### config.mk
export PLATFORM = sky130hd
export DESIGN_NAME = demux_1to4_buf
export DESIGN_NICKNAME = d
export VERILOG_FILES = /design/src/rtl/demux_1to4_buf.sv
export SDC_FILE = /design/constraint.sdc
export NUM_CORES = 1
export LEC_CHECK = 0
export CAP_MARGIN = 20
export CELL_PAD_IN_SITES_DETAIL_PLACEMENT = 1
export CELL_PAD_IN_SITES_GLOBAL_PLACEMENT = 1
export CORE_ASPECT_RATIO = 0.6
export CORE_MARGIN = 3
export CORE_UTILIZATION = 33
export CTS_CLUSTER_DIAMETER = 80
export DETAILED_ROUTE_END_ITERATION = 10
export MAX_ROUTING_LAYER = met4
export PLACE_DENSITY_LB_ADDON = 0.25
export SYNTH_ARGS = -nofsm -noshare
export SYNTH_HDL_FRONTEND = slang
export SYNTH_SLANG_ARGS = --single-unit
### constraint.sdc
create_clock -name clk_i -period 1.75 [get_ports clk_i]
set_input_delay 0.35 -clock clk_i [delete_from_list [all_inputs] [get_ports clk_i]]
set_output_delay 0.35 -clock clk_i [all_outputs]
set_load 0.005 [all_outputs]
### src/rtl/demux_1to4_buf.sv
// Buffered 1-to-4 demultiplexer: one valid/ready source steered by select_i
// into four independent per-channel FIFOs, each drained by its own consumer.
module demux_1to4_buf #(
    parameter  int DATA_WIDTH = 32,
    parameter  int DEPTH      = 2,
    localparam int CW         = $clog2(DEPTH) + 1
) (
    input  logic                  clk_i,
    input  logic                  rst_i,
    input  logic [DATA_WIDTH-1:0] data_i,
    input  logic [1:0]            select_i,
    input  logic                  valid_i,
    output logic                  ready_o,
    output logic [DATA_WIDTH-1:0] data0_o,
    output logic [DATA_WIDTH-1:0] data1_o,
    output logic [DATA_WIDTH-1:0] data2_o,
    output logic [DATA_WIDTH-1:0] data3_o,
    output logic                  valid0_o,
    output logic                  valid1_o,
    output logic                  valid2_o,
    output logic                  valid3_o,
    input  logic                  ready0_i,
    input  logic                  ready1_i,
    input  logic                  ready2_i,
    input  logic                  ready3_i,
    output logic [4*CW-1:0]       count_o
);

    localparam int AW = $clog2(DEPTH);

    logic [3:0]            full;
    logic [3:0]            valid_v;
    logic [3:0]            pop_rdy;
    logic [DATA_WIDTH-1:0] head [4];

    assign pop_rdy = {ready3_i, ready2_i, ready1_i, ready0_i};

    // Only the addressed channel gates the source.
    assign ready_o = ~full[select_i];

    for (genvar k = 0; k < 4; k++) begin : g_ch
        logic [DATA_WIDTH-1:0] mem [DEPTH];
        logic [AW-1:0]         wr_ptr;
        logic [AW-1:0]         rd_ptr;
        logic [CW-1:0]         cnt;
        logic                  push;
        logic                  pop;

        assign push       = valid_i & ready_o & (select_i == 2'(k));
        assign pop        = valid_v[k] & pop_rdy[k];
        assign valid_v[k] = (cnt != '0);
        assign full[k]    = (cnt == CW'(DEPTH));
        assign head[k]    = mem[rd_ptr];

        assign count_o[k*CW +: CW] = cnt;

        always_ff @(posedge clk_i or negedge rst_i) begin
            if (!rst_i) begin
                wr_ptr <= '0;
                rd_ptr <= '0;
                cnt    <= '0;
                for (int i = 0; i < DEPTH; i++) begin
                    mem[i] <= '0;
                end
            end else begin
                if (push) begin
                    mem[wr_ptr] <= data_i;
                    wr_ptr      <= wr_ptr + 1'b1;
                end
                if (pop) begin
                    rd_ptr <= rd_ptr + 1'b1;
                end
                unique case ({push, pop})
                    2'b10:   cnt <= cnt + 1'b1;
                    2'b01:   cnt <= cnt - 1'b1;
                    default: cnt <= cnt;
                endcase
            end
        end
    end

    assign data0_o  = head[0];
    assign data1_o  = head[1];
    assign data2_o  = head[2];
    assign data3_o  = head[3];
    assign valid0_o = valid_v[0];
    assign valid1_o = valid_v[1];
    assign valid2_o = valid_v[2];
    assign valid3_o = valid_v[3];

endmodule

---- Word level (Yosys, flattened, before mapping) ----
Cells that the tools add are included.
cells by class
  $add $sub $neg .......................... 16
  magnitude comparators ................... 13
  eq/ne operators ......................... 15
  muxes and demuxes ....................... 30
  bitwise gates (word level) .............. 18
  reductions and logical operators ........ 13
operators by type and width
  kind                   number
  $mux W32               16
  $bwmux W64             4
  $demux W32 S1          4
  $eq A2 B2 Y1 const B   10
  $ge A2 B2 Y1 const B   8
  $not A1 Y2             8
  $pmux W2 S2            4
  $reduce_bool A2 Y1     8
  $eq A2 B1 Y1 const B   5
  $and A1 B1 Y1          9
  $add A1 B1 Y1 const B  8
  $add A2 B1 Y2 const B  4
  $lt A2 B1 Y1 const B   4
  $sub A2 B1 Y2 const B  4
  $logic_and A1 B1 Y1    4
  $lt A2 B3 Y1 const B   1
  $bmux W1 S2            1
  $logic_not A2 Y1       1
  $mux W1                1
  $not A1 Y1             1
storage, ports and cells
  bits in registers ....................... 272
  input port bits ......................... 41
  output and inout port bits .............. 141
  word-level logic and storage cells ...... 125

---- Depth between registers and ports, before layout ----
  word-level depth ........................ 8
  mapped depth ............................ 7

---- Worst setup path after synthesis ----
OpenSTA, ideal clock, no wires.
  kind .................................... flip-flop to flip-flop
  start ................................... register g_ch[2].cnt[1]
  end ..................................... register g_ch[2].mem[32] (netlist name)
  arrival ................................. 1.622 ns
  data required time ...................... 1.625 ns
  setup slack ............................. 0.003 ns
  cell stages (with the launch flop) ...... 6
  clock period less this slack ............ 1.747 ns
  cell sequence ........................... dfrtp_1 nor2b_2 or4_4 buf_6 buf_12 mux2_4
on the way
  longest elaborated chain between the ends .. 6
RTL lines
  item                             line  text
  from (decl)                      45    logic [CW-1:0] cnt;
  from (signal assigned)           74    2'b10: cnt <= cnt + 1'b1;
  from (signal assigned)           75    2'b01: cnt <= cnt - 1'b1;
  from (signal assigned)           76    default: cnt <= cnt;
  $eq A2 B2 Y1                     52    assign full[k] = (cnt == CW'(DEPTH));
  $bmux W1 S2                      39    assign ready_o = ~full[select_i];
  $mux W1 (not written as such)    39
  $not A1 Y1                       39
  $and A1 B1 Y1 (2 in series)      49    assign push = valid_i & ready_o & (select_i == 2'(k));
  to (signal, indexed assignment)  67    mem[wr_ptr] <= data_i;
  to (decl)                        42    logic [DATA_WIDTH-1:0] mem [DEPTH];
No other way between the ends. The select of a mux whose other input is x is not followed.
A chain may end at the register's enable or synchronous reset.

---- Final worst setup path ----
  start ................................... register g_ch[1].rd_ptr
  end ..................................... output port data1_o[1]
on the way
  longest elaborated chain between the ends .. 4
RTL lines
  item                                          line  text
  from (decl)                                   44    logic [AW-1:0] rd_ptr;
  from (signal assigned)                        71    rd_ptr <= rd_ptr + 1'b1;
  $not A1 Y2 (not written as such)              53    assign head[k] = mem[rd_ptr];
  $mux W32 (not written as such) (3 in series)  53
  to (decl)                                     15    output logic [DATA_WIDTH-1:0] data1_o,
No other way between the ends. The select of a mux whose other input is x is not followed.

==> results_dict.tcl <==
set metrics [dict create \
    die_w_um 252 \
    period_share_pct 128 \
    ys_seq_area_share_pct 56.8 \
    viasPerCell 4.84 \
    synth_top_area_cell "dfrtp_1" \
    num_rows 53 \
    grt_overflow 0 \
    status "finished with violations" \
    path_class "reg -> out" \
    wirelength_um 36800 \
    fin_skew_ns 0.0146 \
    hold_class "in -> async" \
    ir_worst_vdd_v 0.000941 \
    port_buffers 181 \
    post-dp-hpwl_um 21500 \
    diodes 0 \
    dpl_cell_area_sq_um 14900 \
    setup_violations 216 \
    grt_start_max_net_pins 47 \
    hold_violations 0 \
    core_sq_um 35400 \
    nets 1113 \
    fp.dieH_um 154 \
    fin_setup_tns_ns -50.16 \
    combPwrFrac_pct 52.3 \
    clock-sinks 272 \
    tritoncts "yes" \
    grt_busiest_layer "met2" \
    finalCriticalPeriod_ns 2.24 \
    drive_gt1_share_pct 66.7 \
    p_leak_nw 8.19 \
    p_int_w 0.0256 \
    max_freq_mhz 446 \
    grt_pass1_wl_um 54700 \
    drt_iter0_drc 266 \
    critPathCaptureType "primary output" \
    switching_power_w 0.0106 \
    met2_usage_pct 29.0 \
    synth.avg_cell_area_sq_um 15.8 \
    reg2regPathDepth 6 \
    yosysWarningCount 0 \
    dr_total_vias 7505 \
    grt_pass1_vias 8334 \
    synth_edf_count 0 \
    globalplace.congestion 0.723 \
    max-cap-violations 0 \
    area_growth_pct 47.1 \
    p_sw_share_pct 29.3 \
    drtPass1Iterations 4 \
    cellPowerDensity_nw_per_um2 2050 \
    start_util_pct 33.8 \
    slew_viol_final 0 \
    syn_area_sq_um 12000 \
    synth_area_leaders "dfrtp_1 (57%), mux2_2 (33%), mux2_4 (3.8%)" \
    crit_required_ns 1.40 \
    path_clk_slew_ns 0.07 \
    postRouteAntennaNets 0 \
    drc_errors 0 \
    ys_types 31 \
    grt_util_met1_pct 27.8 \
    seq_power_share_pct 31.1 \
    fin_cells 1552 \
    cp.arrival_ns 1.89 \
    cp_max_fo 5 \
    synth_nets 804 \
    final_area_sq_um 17600 \
    worst_slew_pin_slew_ns 0.462 \
    cts_root_buf "clkbuf_16" \
    hold_ws_ns 0.312 \
    nFillCells 3436 \
    numCtsBuffers 27 \
    synth_top_area_share_pct 56.8 \
    start_kind "flop" \
    rr_startpoint "g_ch[2].cnt[1]" \
    ys.flop_type "dfrtp_1" \
    synth_seq_cells 272 \
    antenna_found_initial 0 \
    synthArstFlopShare_pct 100 \
    yosysMostFrequentCell "mux2_2" \
    clk_latency_ns 0.54 \
    fin_ws_ns -0.494 \
    clockBufferDepth 3 \
    h-tree-depth 1 \
    grtUsageMet3_pct 3.20 \
    reg2reg_to "g_ch[2].mem[56]" \
    rrSetupSlack_ns -0.19 \
    pre_cts_ws_ns -0.536 \
    ios 182 \
    timing.slew.headroom_pct 69.2 \
    yosys-top-cells-count "mux2_2 (349), dfrtp_1 (272), mux2_4 (30)" \
    wl_per_cell_um 23.7 \
    clkPwrFrac_pct 16.6 \
    netlist_instances 759 \
    grt_setup_unrepaired "yes" \
    dp.cells 1424 \
    die_area_sq_um 38700 \
    track_usage_pct 19.2 \
    violations "setup timing" \
]
[routing by layer]
layer / up-vias / share of wire, % / routed length (um)
li1: 3334 / - / -
met1: 4009 / 50 / 18400
met2: 122 / 46 / 16900
met3: 40 / 2.8 / 1050
met4: 0 / 1.2 / 451
met5: - / 0 / 0
[worst max-delay path, stage by stage (launching register included)]
cell and delay [ns]:
dfrtp_2 0.43, buf_12 0.14, buf_12 0.13, buf_8 0.13, buf_6 0.11, mux2_4 0.29
buf_6 0.12
[sequential cells by signal, indices dropped and copies added, names as in the netlist]
register,flops
g_ch.mem,256
g_ch.wr_ptr,4
g_ch.rd_ptr,4
g_ch.cnt,8
[cell families (layout without fill, tap and decap cells)]
logic type / count (synthesis) / after routing / synth area share (%)
xor gates and xnor gates: 20 / 20 / 1.46
adders and majority gates: 4 / 4 / 0.418
buffers and inverters: 45 / 371 / 2.16
DFF: 272 / 272 / 56.8
muxes: 385 / 385 / 37.2
and+or+nand+nor: 33 / 33 / 1.90
[power groups by stage]
stage / logic [W] / clock network [W] / registers [W]
3_5_place_dp: 0.0147 / 0 / 0.0112
5_1_grt: 0.0201 / 0.00646 / 0.0117
6_report: 0.0189 / 0.00600 / 0.0112
3_3_place_gp: 0.0146 / 0 / 0.0110
2_1_floorplan: 0.00720 / 0 / 0.0106
4_1_cts: 0.0181 / 0.00618 / 0.0111
[worst max-delay path by stage]
stage                      end  cells past startpoint           start  slack, ns
2_1_floorplan  g_ch[2].mem[32]                      5  g_ch[2].cnt[1]      0.003
3_3_place_gp   g_ch[3].mem[10]                      6     select_i[1]      -0.53
3_5_place_dp   g_ch[2].mem[28]                      6     select_i[0]      -0.54
4_1_cts             data1_o[1]                      6  g_ch[1].rd_ptr      -0.55
5_1_grt             data1_o[1]                      6  g_ch[1].rd_ptr      -0.56
6_report            data1_o[1]                      6  g_ch[1].rd_ptr      -0.49
[layout make-up]
cell class | count | area (sq um) | area share [%]
tap | 467 | 584 | 3.32
sequential | 272 | 6810 | 38.7
inverter | 1 | 3.75 | 0.0213
timing repair buffer | 324 | 3770 | 21.4
multi-input combinational | 442 | 5560 | 31.6
clock buffer | 41 | 788 | 4.47
clock inverter | 5 | 103 | 0.582
[what timing repair did]
action                                  in CTS  in global routing
hold buffers                                 1                  0
resized for setup                          739                191
setup buffers                               68                 28
endpoints found under the setup margin     240                263
pin swaps                                    7                  7
hold endpoints to repair                    37                  0
cloned                                      13                  3
[stage by stage]
stage / power, W / utilization (%)
after floorplan: 0.0178 / -
after global placement: 0.0256 / 42.1
after detailed placement: 0.0259 / 42.1
after CTS: 0.0354 / 48.7
after global routing: 0.0382 / 49.8
final: 0.0361 / 49.8
[cell usage in the layout (no fill, tap or decap), types with 10 or more instances in the layout]
cell type,Yosys,final
buf_4,2,38
mux2_2,349,202
clkbuf_16,0,30
dfrtp_1,272,268
clkbuf_2,0,18
buf_12,3,50
buf_2,21,17
xnor2_1,12,10
mux2_4,30,179
buf_6,1,144
clkdlybuf4s50_1,0,38
(Power assumes the default switching activity.)
